<file path="src/rtl/sound_sequencer.sv">
// Event-driven multi-note tone sequencer for the Pong speaker (hit/point/lose, priority pre-emption, mute).
// Optional win jingle after every WIN_POINTS point edges is enabled by defining SOUND_WIN_JINGLE_EN.
module sound_sequencer #(
    parameter int CLK_HZ    = 25000000,
    parameter int TICK_HZ   = 1000,
    parameter int PER_W     = 17,
    parameter int DUR_W     = 9,
    parameter int GAP_TICKS = 10,
`ifdef SOUND_WIN_JINGLE_EN
    parameter int WIN_POINTS = 5,
`endif
    // Divides every ROM half-period; 1 gives the nominal pitches at 25 MHz.
    parameter int HALF_DIV  = 1
) (
    input  logic       clk25,
    input  logic       rst,
    input  logic       hit,
    input  logic       point,
    input  logic       lose,
    input  logic       mute,
    output logic       speaker,
    output logic       busy,
`ifdef SOUND_WIN_JINGLE_EN
    output logic [2:0] cur_evt
`else
    output logic [1:0] cur_evt
`endif
);

`ifdef SOUND_WIN_JINGLE_EN
    localparam int EVT_W = 3;
`else
    localparam int EVT_W = 2;
`endif
    localparam int TDIV  = CLK_HZ / TICK_HZ;
    localparam int PRE_W = $clog2(TDIV);

    localparam int H_HIT = 25000 / HALF_DIV;
    localparam int H_PT1 = 12500 / HALF_DIV;
    localparam int H_PT2 = 6250 / HALF_DIV;
    localparam int H_LS1 = 31250 / HALF_DIV;
    localparam int H_LS2 = 41667 / HALF_DIV;
    localparam int H_LS3 = 62500 / HALF_DIV;

    typedef enum logic [1:0] {IDLE, TONE, GAP} state_t;

    state_t             state_reg, state_next;
    logic [EVT_W-1:0]   evt_reg, evt_next, new_evt;
    logic [1:0]         note_reg, note_next;
    logic [PER_W-1:0]   phase_reg, phase_next;
    logic [PRE_W-1:0]   pre_reg, pre_next;
    logic [DUR_W-1:0]   tick_reg, tick_next;
    logic               tone_reg, tone_next;
    logic [2:0]         in_reg, prev_reg;
    logic [2:0]         edge_w;
    logic [PER_W-1:0]   rom_half;
    logic [DUR_W-1:0]   rom_dur;
    logic               rom_last;

    // Bit order everywhere: {lose, point, hit}.
    assign edge_w = in_reg & ~prev_reg;

    always_ff @(posedge clk25) begin
        if (rst) begin
            in_reg   <= '0;
            prev_reg <= '0;
        end else begin
            in_reg   <= {lose, point, hit};
            prev_reg <= in_reg;
        end
    end

`ifdef SOUND_WIN_JINGLE_EN
    localparam int WC_W  = $clog2(WIN_POINTS + 1);
    localparam int H_WN2 = 9375 / HALF_DIV;
    localparam int H_WN3 = 7813 / HALF_DIV;

    logic [WC_W-1:0] win_cnt_reg;
    logic            win_fire;

    assign win_fire = edge_w[1] && (win_cnt_reg == WC_W'(WIN_POINTS - 1));

    // Counts every point edge, including ones later dropped by priority.
    always_ff @(posedge clk25) begin
        if (rst)
            win_cnt_reg <= '0;
        else if (edge_w[1])
            win_cnt_reg <= win_fire ? '0 : win_cnt_reg + WC_W'(1);
    end
`endif

    // Event codes double as priority: a larger code wins.
    always_comb begin
        new_evt = '0;
        if (edge_w[2])
            new_evt = EVT_W'(3);
        else if (edge_w[1])
            new_evt = EVT_W'(2);
        else if (edge_w[0])
            new_evt = EVT_W'(1);
`ifdef SOUND_WIN_JINGLE_EN
        if (win_fire)
            new_evt = EVT_W'(4);
`endif
    end

    always_comb begin
        rom_half = PER_W'(H_HIT);
        rom_dur  = DUR_W'(30);
        rom_last = 1'b1;
        case (evt_reg)
            EVT_W'(2): begin
                rom_dur  = DUR_W'(80);
                rom_half = (note_reg == 2'd0) ? PER_W'(H_PT1) : PER_W'(H_PT2);
                rom_last = (note_reg != 2'd0);
            end
            EVT_W'(3): begin
                case (note_reg)
                    2'd0:    begin rom_half = PER_W'(H_LS1); rom_dur = DUR_W'(150); rom_last = 1'b0; end
                    2'd1:    begin rom_half = PER_W'(H_LS2); rom_dur = DUR_W'(150); rom_last = 1'b0; end
                    default: begin rom_half = PER_W'(H_LS3); rom_dur = DUR_W'(300); end
                endcase
            end
`ifdef SOUND_WIN_JINGLE_EN
            EVT_W'(4): begin
                case (note_reg)
                    2'd0:    begin rom_half = PER_W'(H_PT1); rom_dur = DUR_W'(60); rom_last = 1'b0; end
                    2'd1:    begin rom_half = PER_W'(H_WN2); rom_dur = DUR_W'(60); rom_last = 1'b0; end
                    2'd2:    begin rom_half = PER_W'(H_WN3); rom_dur = DUR_W'(60); rom_last = 1'b0; end
                    default: begin rom_half = PER_W'(H_PT2); rom_dur = DUR_W'(200); end
                endcase
            end
`endif
            default: ;
        endcase
    end

    always_comb begin
        state_next = state_reg;
        evt_next   = evt_reg;
        note_next  = note_reg;
        phase_next = phase_reg;
        pre_next   = pre_reg;
        tick_next  = tick_reg;
        tone_next  = tone_reg;
        // evt_reg is 0 in IDLE, so starting and pre-empting share one path.
        if (new_evt > evt_reg) begin
            state_next = TONE;
            evt_next   = new_evt;
            note_next  = 2'd0;
            phase_next = '0;
            pre_next   = '0;
            tick_next  = '0;
            tone_next  = 1'b0;
        end else begin
            case (state_reg)
                TONE: begin
                    if (phase_reg == rom_half - PER_W'(1)) begin
                        phase_next = '0;
                        tone_next  = ~tone_reg;
                    end else begin
                        phase_next = phase_reg + PER_W'(1);
                    end
                    if (pre_reg == PRE_W'(TDIV - 1)) begin
                        pre_next = '0;
                        if (tick_reg == rom_dur - DUR_W'(1)) begin
                            phase_next = '0;
                            tick_next  = '0;
                            tone_next  = 1'b0;
                            if (rom_last) begin
                                state_next = IDLE;
                                evt_next   = '0;
                                note_next  = 2'd0;
                            end else begin
                                state_next = GAP;
                                note_next  = note_reg + 2'd1;
                            end
                        end else begin
                            tick_next = tick_reg + DUR_W'(1);
                        end
                    end else begin
                        pre_next = pre_reg + PRE_W'(1);
                    end
                end
                GAP: begin
                    if (pre_reg == PRE_W'(TDIV - 1)) begin
                        pre_next = '0;
                        if (tick_reg == DUR_W'(GAP_TICKS - 1)) begin
                            state_next = TONE;
                            tick_next  = '0;
                            phase_next = '0;
                            tone_next  = 1'b0;
                        end else begin
                            tick_next = tick_reg + DUR_W'(1);
                        end
                    end else begin
                        pre_next = pre_reg + PRE_W'(1);
                    end
                end
                default: ;
            endcase
        end
    end

    always_ff @(posedge clk25) begin
        if (rst) begin
            state_reg <= IDLE;
            evt_reg   <= '0;
            note_reg  <= 2'd0;
            phase_reg <= '0;
            pre_reg   <= '0;
            tick_reg  <= '0;
            tone_reg  <= 1'b0;
        end else begin
            state_reg <= state_next;
            evt_reg   <= evt_next;
            note_reg  <= note_next;
            phase_reg <= phase_next;
            pre_reg   <= pre_next;
            tick_reg  <= tick_next;
            tone_reg  <= tone_next;
        end
    end

    assign busy    = (state_reg != IDLE);
    assign cur_evt = evt_reg;
    assign speaker = tone_reg & ~mute & (state_reg == TONE);

endmodule

</file>
<file path="config.mk">
export PLATFORM = sky130hd
export DESIGN_NAME = sound_sequencer
export DESIGN_NICKNAME = d
export VERILOG_FILES = /design/src/rtl/sound_sequencer.sv
export SDC_FILE = /design/constraint.sdc
export NUM_CORES = 1
export LEC_CHECK = 0
export CORE_UTILIZATION = 40
export CTS_BUF_LIST = sky130_fd_sc_hd__clkbuf_16
export CTS_CLUSTER_SIZE = 40
export DETAILED_ROUTE_END_ITERATION = 10
export PLACE_DENSITY_LB_ADDON = 0.2
export SLEW_MARGIN = 20
export SYNTH_ARGS = -nofsm -noshare
export SYNTH_HDL_FRONTEND = slang
export SYNTH_SLANG_ARGS = --single-unit
</file>
<file path="constraint.sdc">
create_clock -name clk25 -period 4 [get_ports clk25]
set_clock_uncertainty 0.2 [all_clocks]
set_input_delay 0.8 -clock clk25 [delete_from_list [all_inputs] [get_ports clk25]]
set_output_delay 0.8 -clock clk25 [all_outputs]
set_load 0.01 [all_outputs]
</file>
==> impl_metrics.csv, run 1 <==
group,metric,value,unit
placement,hpwl,5144,um
setup_path,r2r_slack,0.57,ns
final_layout,largest_register_ffs,17,
setup_path,crit_family,"compound AO/OA/AOI/OAI gates",
route,viasPerCell,5.526,
route,routedWlPerCell,14.01,um
die,dieArea,8750,um^2
timing,setup_violations,0,
setup_path,cpMaxStageDelayCell,"dfxtp_1",
clock_tree,hold_buffers,0,
die,chipHeight,93.54,um
timing,setup_slack,0.5736,ns
grt,gr-total-overflow,0,
route,wl,7188,um
synth,syn_area_per_cell,8.176,um^2
setup_path,critPathLaunch,"cur_evt[0]$_SDFFE_PP0P_",
setup_path,reg2reg_from,"cur_evt[0]$_SDFFE_PP0P_",
die,dieWidth,93.54,um
timing,rsz0062_at_grt,"false",
grt,grt_pass1_wl,12030,um
synth,synth-async-reset-ratio,0,%
timing,finalHoldViolations,0,
placement,pre_cts_ws,0.5846,ns
synth,netlist_area,3352,um^2
pwr,switchingPower,359.6,uW
clock_tree,cts_resized,0,
route,first_pass_iters,5,
synth,ys_seq_area_share,32.25,%
route,vias,2835,
clock_tree,cts_tree,"yes",
setup_path,required,3.98,ns
die,rows,33,
route,drt_iter0_drc,177,
setup_path,start_kind,"flop",
synth,synth_edf_count,0,
setup_path,path_max_fanout,21,
pwr,p_int,855.8,uW
job,cap_violations,0,
clock_tree,clk_pin_slew,0.07,ns
pwr,p_clk_share,36.2,%
timing,hold_ws,0.2511,ns
placement,portBuffers,9,
final_layout,drive_gt1_share,6.863,%
clock_tree,root_buffer,"clkbuf_16",
pwr,p_leak,0.001291,uW
timing,worst_pin_slew,1.010,ns
setup_path,critical_path_class,"flop to flop",
setup_path,reg2reg_depth,11,
run_status,run_status,"finished clean",
final_layout,antenna-diode-count,0,
synth,ys_ff_latch,54,
clock_tree,cts_buffers,5,
synth,ys_warn_count,0,
setup_path,worst-endpoint-arrival,3.41,ns
setup_path,r2r_end,"phase_reg[12]$_SDFFE_PP0P_",
die,core,8175,um^2
placement,gp_congestion,0.7693,
final_layout,synthToLayoutAreaGrowth,7.802,%
route,ant_nets,0,
clock_tree,clk_path_buf_depth,2,
route,drc,0,
timing,finalCritPeriodShare,85.66,%
clock_tree,post-cts-setup-buffers,0,
clock_tree,cts_sinks,54,
setup_path,endpoint,"phase_reg[12]$_SDFFE_PP0P_",
synth,ys.flop_type,"dfxtp_1",
timing,layout_min_cycle_time,3.426,ns
timing,clock.fmax,291.8,MHz
timing,final_max_slew_viol_count,0,
final_layout,stdcell_count,513,
grt,grt_util_all_layers,17.16,%
min_path,hold_class,"flop to flop",
setup_path,crit_buf_inv,0,
placement,dp.cells,505,
clock_tree,clk_latency,0.30,ns
die,start_util,41.00,%
pwr,p_per_area,336.4,nW/um^2
synth,synth_cells,410,
setup_path,path_cells,"nor2b_4 > nand2b_1 > nand3_1 > ha_1 > a21boi_0 > o21ai_0 > a21bo_1 > a2111oi_2 > and4_4 > nor3_1 > a211o_1",
synth,synth_fp_nets,428,
synth,synth_cell_types,63,
pwr,switching_share,29.59,%
die,ios,10,
final_layout,final_nets,425,
pwr,peakVddDrop,0.1640,mV
setup_path,end_kind,"flop",
timing,maxSlewHeadroom,32.22,%
pwr,power_frac_comb,16.9,%
grt,grt_start_max_net_pins,22,
grt,grt_pass1_vias,2544,
grt,antenna_found_initial,0,
timing,final.setup.tns,0,ns
setup_path,crit_cells,11,
setup_path,slowest_delay,0.79,ns
clock_tree,cts_max_level,2,
pwr,power_frac_seq,46.9,%
-- power groups by stage --
stage	logic, uW	registers [uW]	clock network (uW)
after floorplan	164	572	0
after global placement	204	582	0
after detailed placement	207	582	0
after CTS	208	570	448
after global routing	231	572	472
final	206	570	440
-- per-layer routing --
metal	share of wire, %	wire length (um)	GRT usage [%]
met1	50	3624	23.73
met2	45	3232	27.70
met3	3.8	275	2.764
met4	0.79	57	4.359
met5	0	0	0
-- final cells by class --
class	count	area (um^2)
Inverter	16	60.06
Tap cell	105	131.4
Fill cell	838	4562
Multi-Input combinational cell	317	2076
Timing Repair Buffer	13	120.1
Sequential cell	54	1081
Clock buffer	5	125.1
Clock inverter	3	20.02
-- tightest hold or removal path, stage by stage (launching register included) --
cell,delay [ns]
dfxtp_1,0.30
inv_1,0.07
nor2_1,0.05
-- placed cells by master, fill, tap and decap left out, types with 5 or more instances in the layout --
| cell | synthesis | final |
|---|---|---|
| a211o_1 | 6 | 6 |
| a21o_1 | 5 | 5 |
| a21oi_1 | 16 | 16 |
| and3_1 | 8 | 8 |
| clkbuf_16 | 0 | 5 |
| clkdlybuf4s50_1 | 0 | 9 |
| dfxtp_1 | 54 | 54 |
| ha_1 | 12 | 12 |
| inv_1 | 15 | 15 |
| nand2_1 | 24 | 24 |
| nand2b_1 | 15 | 15 |
| nand3_1 | 24 | 24 |
| nand3b_1 | 6 | 6 |
| nand4_1 | 13 | 13 |
| nor2_1 | 47 | 47 |
| nor2b_1 | 12 | 12 |
| nor3_1 | 10 | 10 |
| nor4_1 | 6 | 6 |
| o21ai_0 | 12 | 12 |
| or3_1 | 8 | 8 |
| xnor2_1 | 13 | 13 |
| xor2_1 | 16 | 16 |
-- kinds of logic after synthesis --
group | count (synthesis) | synth area share [%]
flip-flops | 54 | 32.25
multiplexers | 3 | 0.8959
adder cells (fa/ha/maj) | 12 | 4.479
AND/OR/NAND/NOR | 202 | 33.59
XOR/XNOR | 29 | 7.577
AO/OA/AOI/OAI | 71 | 15.38
buffers and inverters | 39 | 5.823
-- through the flow --
| stage | power [uW] | cell area, um^2 | utilization, % |
|---|---|---|---|
| finish | 1215 | 3613 | 44.20 |
| global route | 1276 | 3613 | 44.20 |
| CTS | 1225 | 3613 | 44.20 |
| detailed placement | 789.0 | 3468 | 42.42 |
| global placement | 785.9 | 3468 | 42.42 |
| floorplan | 736.7 | 3352 | - |
-- worst min path at each step --
stage	cells past startpoint	slack, ns	endpoint	startpoint
after floorplan	1	0.23	prev_reg[0]$_SDFF_PP0_	in_reg[0]$_SDFF_PP0_
after global placement	2	0.24	prev_reg[2]$_SDFF_PP0_	in_reg[2]$_SDFF_PP0_
after detailed placement	2	0.24	note_reg[1]$_SDFFE_PP0P_	note_reg[1]$_SDFFE_PP0P_
after CTS	2	0.25	note_reg[1]$_SDFFE_PP0P_	note_reg[1]$_SDFFE_PP0P_
after global routing	2	0.27	note_reg[1]$_SDFFE_PP0P_	note_reg[1]$_SDFFE_PP0P_
final	2	0.25	prev_reg[2]$_SDFF_PP0_	in_reg[2]$_SDFF_PP0_
-- Yosys cell counts, drive strengths merged, types with 5 or more instances --
| cell type | instances | area [um^2] |
|---|---|---|
| dfxtp | 54 | 1081 |
| nand3 | 25 | 130.1 |
| and3 | 8 | 50.05 |
| xor2 | 16 | 140.1 |
| nand3b | 6 | 45.04 |
| nor3 | 11 | 66.32 |
| inv | 16 | 60.05 |
| a21oi | 16 | 80.08 |
| nand4 | 13 | 81.33 |
| nor2b | 13 | 88.83 |
| clkbuf | 12 | 45.04 |
| buf | 11 | 90.08 |
| xnor2 | 13 | 113.9 |
| nor2 | 49 | 188.9 |
| or2 | 5 | 31.28 |
| o21ai | 16 | 80.08 |
| nand2 | 24 | 90.09 |
| a211o | 6 | 52.55 |
| a21o | 5 | 37.54 |
| ha | 12 | 150.1 |
| nor4 | 6 | 37.54 |
| nand2b | 15 | 93.84 |
| or3 | 8 | 50.05 |
(Power assumes the default switching activity.)
==> run 2: changes to the inputs <==
--- a/config.mk
+++ b/config.mk
@@ -5,7 +5,7 @@
 export SDC_FILE = /design/constraint.sdc
 export NUM_CORES = 1
 export LEC_CHECK = 0
-export CORE_UTILIZATION = 40
+export CORE_UTILIZATION = 45
 export CTS_BUF_LIST = sky130_fd_sc_hd__clkbuf_16
 export CTS_CLUSTER_SIZE = 40
 export DETAILED_ROUTE_END_ITERATION = 10
==> run 2 against run 1 <==
Hold slack improved by 0.0064 ns; clock power rose by 12%; register-to-register slack improved by 0.13 ns; largest cell class unchanged; power rose by 4.7%; sequential share of layout area fell by 0.26 points; count of clock-buffer cells in the layout did not move; wire length fell by 5.2%; non-clock buffer count rose by 2; via count rose by 0.28%.
==> impl_metrics.csv, run 2 (synthesis results as in run 1) <==
group,metric,value,unit
run_status,run_status,"finished clean",
setup_path,critPathLaunch,"note_reg[0]$_SDFFE_PP0P_",
route,drc,0,
die,dieWidth,88.31,um
clock_tree,post-cts-setup-buffers,0,
placement,placed_area,3476,um^2
timing,finalHoldViolations,0,
setup_path,path_max_fanout,17,
clock_tree,cts_max_level,2,
placement,portBuffers,9,
clock_tree,cts_sinks,54,
clock_tree,clk_path_buf_depth,2,
route,vias,2843,
grt,grt_util_all_layers,19.12,%
pwr,p_leak,0.001318,uW
min_path,hold_path_startpoint,"note_reg[1]$_SDFFE_PP0P_",
placement,hpwl,4988,um
timing,finalCritPeriodShare,82.47,%
clock_tree,clk_pin_slew,0.07,ns
final_layout,drive_gt1_share,7.561,%
die,start_util,46.46,%
min_path,hold_class,"flop to flop",
die,core,7214,um^2
job,cap_violations,0,
clock_tree,cts_buffers,5,
timing,setup_violations,0,
setup_path,reg2reg_depth,12,
grt,antenna_found_initial,0,
final_layout,final_common_cell,"dfxtp_1",
setup_path,end_kind,"flop",
pwr,peakVddDrop,0.2414,mV
clock_tree,cts_tree,"yes",
timing,maxSlewHeadroom,33.65,%
timing,clock.fmax,303.1,MHz
setup_path,start_kind,"flop",
setup_path,worst-endpoint-arrival,3.28,ns
route,wl,6811,um
grt,gr-total-overflow,0,
timing,setup_slack,0.7011,ns
grt,grt_pass1_wl,11890,um
min_path,min_path_cells,2,
setup_path,required,3.98,ns
pwr,p_per_area,349.1,nW/um^2
die,rows,31,
final_layout,largest_register_ffs,17,
final_layout,final_nets,427,
route,viasPerCell,5.585,
pwr,p_total,1272,uW
timing,final_max_slew_viol_count,0,
clock_tree,root_buffer,"clkbuf_16",
final_layout,finalInstanceArea,3645,um^2
placement,pre_cts_ws,0.7217,ns
final_layout,final_cell_mix,"dfxtp_1, nor2_1, nand3_1, nand2_1",
timing,layout_min_cycle_time,3.299,ns
clock_tree,hold_buffers,0,
setup_path,reg2reg_from,"note_reg[0]$_SDFFE_PP0P_",
final_layout,synthToLayoutAreaGrowth,8.735,%
clock_tree,clk_latency,0.29,ns
route,first_pass_iters,4,
clock_tree,cts_resized,0,
route,ant_nets,0,
timing,rsz0062_at_grt,"false",
die,dieArea,7798,um^2
route,drt_iter0_drc,164,
die,chipHeight,88.31,um
die,ios,10,
route,routedWlPerCell,13.38,um
setup_path,critical_path_class,"flop to flop",
grt,grt_start_max_net_pins,21,
placement,gp_congestion,0.8422,
final_layout,antenna-diode-count,0,
timing,worst_pin_slew,0.9886,ns
grt,grt_pass1_vias,2562,
timing,final.setup.tns,0,ns
-- run 2: changes by cell type in the layout (fill, tap and decap cells not counted), sizes merged --
cell      delta
bufinv       +1
buf          +2
clkinvlp     -1
-- run 2: power breakdown --
part	internal [uW]	leakage (uW)	switching (uW)
Clock	297	0.0000842	197
Combinational	77.5	0.000797	131
Sequential	549	0.000437	20.4
-- run 2: critical path, cell delays in order, from the launching register on --
cell       delay (ns)
dfxtp_1          0.33
inv_1            0.07
ha_1             0.47
nand2b_1         0.19
nand3_1          0.08
ha_1             0.23
and4b_1          0.21
o21ai_0          0.14
a21bo_1          0.22
a2111oi_2        0.27
and4_4           0.39
nor2_2           0.09
a32o_1           0.28
-- run 2: worst paths after layout --
| kind | endpoint | slack [ns] |
|---|---|---|
| worst max-delay path | phase_reg[16]$_SDFFE_PP0P_ | 0.70 |
| worst min-delay path | note_reg[1]$_SDFFE_PP0P_ | 0.26 |
| worst max register to register | phase_reg[16]$_SDFFE_PP0P_ | 0.70 |
| worst min register to register | note_reg[1]$_SDFFE_PP0P_ | 0.26 |
-- run 2: metrics by stage --
stage	cells	hold WS, ns	utilization [%]
final	509	0.2575	50.52
after floorplan	410	0.2297	-
after global routing	509	0.2759	50.52
after global placement	501	0.2389	48.18
after detailed placement	501	0.2505	48.18
after CTS	509	0.2602	50.52
-- run 2: metal layers --
layer | track usage, % | up-vias | share of wire, %
met5 | 0 | - | 0
met4 | 6.158 | 0 | 1.6
met3 | 2.985 | 10 | 3.5
met2 | 29.72 | 48 | 44
met1 | 27.11 | 1332 | 50
li1 | - | 1453 | -
-- run 2: final cells by class --
type / count / area (um^2)
multi-input combinational: 317 / 2076
sequential: 54 / 1081
fill: 725 / 3570
tap: 99 / 123.9
timing repair buffer: 15 / 135.1
clock buffer: 5 / 125.1
inverter: 16 / 60.06
clock inverter: 3 / 43.79
==> run 3: changes to the inputs <==
==> constraint.sdc (replaced) <==
create_clock -name clk25 -period 3.4 [get_ports clk25]
set_clock_uncertainty 0.2 [all_clocks]
set_input_delay 0.68 -clock clk25 [delete_from_list [all_inputs] [get_ports clk25]]
set_output_delay 0.68 -clock clk25 [all_outputs]
set_load 0.01 [all_outputs]
==> run 3 against run 2 <==
Via count shrank 0.81%; setup slack lost 0.46 ns; count of clock-buffer cells in the layout is the same; cell area grew 1.2%; final cell count grew 0.98%; combinational power grew 26%; die area is the same.
==> impl_metrics.csv, run 3 (synthesis results as in run 1) <==
group,metric,value,unit
run_status,run_status,"finished clean",
setup_path,critical_path_class,"flop to flop",
setup_path,end_kind,"flop",
timing,maxSlewHeadroom,30.02,%
die,dieArea,7798,um^2
route,wl,7075,um
die,chipHeight,88.31,um
timing,setup_violations,0,
timing,rsz0062_at_grt,"false",
pwr,p_per_area,414.1,nW/um^2
final_layout,final_nets,432,
timing,layout_min_cycle_time,3.162,ns
route,drt_iter0_drc,113,
clock_tree,cts_resized,0,
clock_tree,cts_tree,"yes",
setup_path,reg2reg_from,"note_reg[1]$_SDFFE_PP0P_",
min_path,min_path_cells,2,
setup_path,required,3.38,ns
setup_path,r2r_end,"phase_reg[1]$_SDFFE_PP0P_",
clock_tree,hold_buffers,0,
clock_tree,cts_buffers,5,
timing,finalCritPeriodShare,93.01,%
final_layout,final_common_cell,"dfxtp_1",
final_layout,regArea,1081,um^2
grt,grt_start_max_net_pins,21,
job,cap_violations,0,
clock_tree,cts_max_level,2,
route,first_pass_iters,4,
setup_path,crit_top_cell,"ha_1",
clock_tree,clk_pin_slew,0.07,ns
timing,clock.fmax,316.2,MHz
clock_tree,clk_path_buf_depth,2,
pwr,p_total,1527,uW
final_layout,synthToLayoutAreaGrowth,10.00,%
die,ios,10,
die,rows,31,
setup_path,path_max_fanout,15,
final_layout,largest_register_ffs,17,
timing,worst_pin_slew,1.043,ns
route,drc,0,
placement,hpwl,5071,um
clock_tree,root_buffer,"clkbuf_16",
die,dieWidth,88.31,um
grt,grt_util_all_layers,19.58,%
final_layout,final_cell_mix,"dfxtp_1, nor2_1, nand3_1, nand2_1",
grt,grt_pass1_vias,2545,
timing,finalHoldViolations,0,
route,ant_nets,0,
die,core,7214,um^2
setup_path,path_cells,"inv_1 > ha_1 > nor2b_4 > nand2b_1 > nand3_1 > ha_1 > and4b_1 > o21ai_0 > a21bo_1 > a2111oi_2 > and4_4 > nor2_2 > a32o_1",
route,routedWlPerCell,13.76,um
setup_path,r2r_slack,0.24,ns
grt,antenna_found_initial,0,
min_path,hold_class,"flop to flop",
placement,gp_congestion,0.8458,
min_path,min_to,"prev_reg[2]$_SDFF_PP0_",
grt,grt_pass1_wl,11970,um
setup_path,slowest_delay,0.40,ns
setup_path,worst-endpoint-arrival,3.15,ns
grt,gr-total-overflow,0,
final_layout,drive_gt1_share,8.675,%
pwr,p_leak,0.001341,uW
pwr,peakVddDrop,0.2630,mV
setup_path,cpMaxStageDelayCell,"and4_4",
setup_path,start_kind,"flop",
clock_tree,post-cts-setup-buffers,0,
timing,final.setup.tns,0,ns
final_layout,multi_input_area,2076,um^2
clock_tree,clk_latency,0.30,ns
route,vias,2820,
final_layout,num-fill-cells,716,
route,viasPerCell,5.486,
die,start_util,46.46,%
min_path,hold_path_startpoint,"in_reg[2]$_SDFF_PP0_",
final_layout,antenna-diode-count,0,
clock_tree,cts_sinks,54,
placement,portBuffers,9,
timing,final_max_slew_viol_count,0,
timing,setup_slack,0.2376,ns
setup_path,reg2reg_depth,13,
placement,pre_cts_ws,0.2571,ns
## run 3: cell type report
type / count / area share, %
Timing Repair Buffer: 20 / 4.683
Clock buffer: 5 / 3.393
Multi-Input combinational cell: 317 / 56.29
Inverter: 16 / 1.629
Tap cell: 99 / 3.359
Clock inverter: 3 / 1.323
Sequential cell: 54 / 29.32
## run 3: worst max-delay path: cells and delay by family (launching register included)
family / cells / cell delay (ns)
AO/OA/AOI/OAI: 4 / 0.91
AND/OR/NAND/NOR: 6 / 0.96
buffers and inverters: 1 / 0.07
adder cells (fa/ha/maj): 2 / 0.59
flip-flops: 1 / 0.31
## run 3: power by group
group	internal, uW	total, uW	switching [uW]
Combinational	98.3	263	164
Clock	353	598	245
Sequential	646	667	20.5
## run 3: through the flow
step	cell area, um^2	hold WS (ns)	utilization (%)	cells
floorplan	3352	0.2297	-	410
global placement	3513	0.2385	48.70	506
detailed placement	3513	0.2473	48.70	506
CTS	3687	0.2579	51.11	514
global route	3687	0.2743	51.11	514
finish	3687	0.2524	51.11	514
## run 3: metal layers
layer  wire length (um)  vias to the layer above  track usage (%)
li1                   -                     1462                -
met5                  0                        -                0
met4                 79                        0            5.718
met3                188                        7            3.078
met1               3630                     1314            27.24
met2               3177                       37            31.33
## run 3: how the worst max path moves through the flow
stage                        startpoint                         end  slack, ns  depth (start not counted)
3_3_place_gp   note_reg[1]$_SDFFE_PP0P_   phase_reg[1]$_SDFFE_PP0P_       0.37                         13
2_1_floorplan  note_reg[0]$_SDFFE_PP0P_  phase_reg[12]$_SDFFE_PP0P_       0.41                         14
5_1_grt        note_reg[1]$_SDFFE_PP0P_   phase_reg[6]$_SDFFE_PP0P_       0.03                         13
4_1_cts        note_reg[0]$_SDFFE_PP0P_   phase_reg[1]$_SDFFE_PP0P_       0.24                         12
3_5_place_dp   note_reg[1]$_SDFFE_PP0P_   phase_reg[1]$_SDFFE_PP0P_       0.26                         13
6_report       note_reg[1]$_SDFFE_PP0P_   phase_reg[1]$_SDFFE_PP0P_       0.24                         13
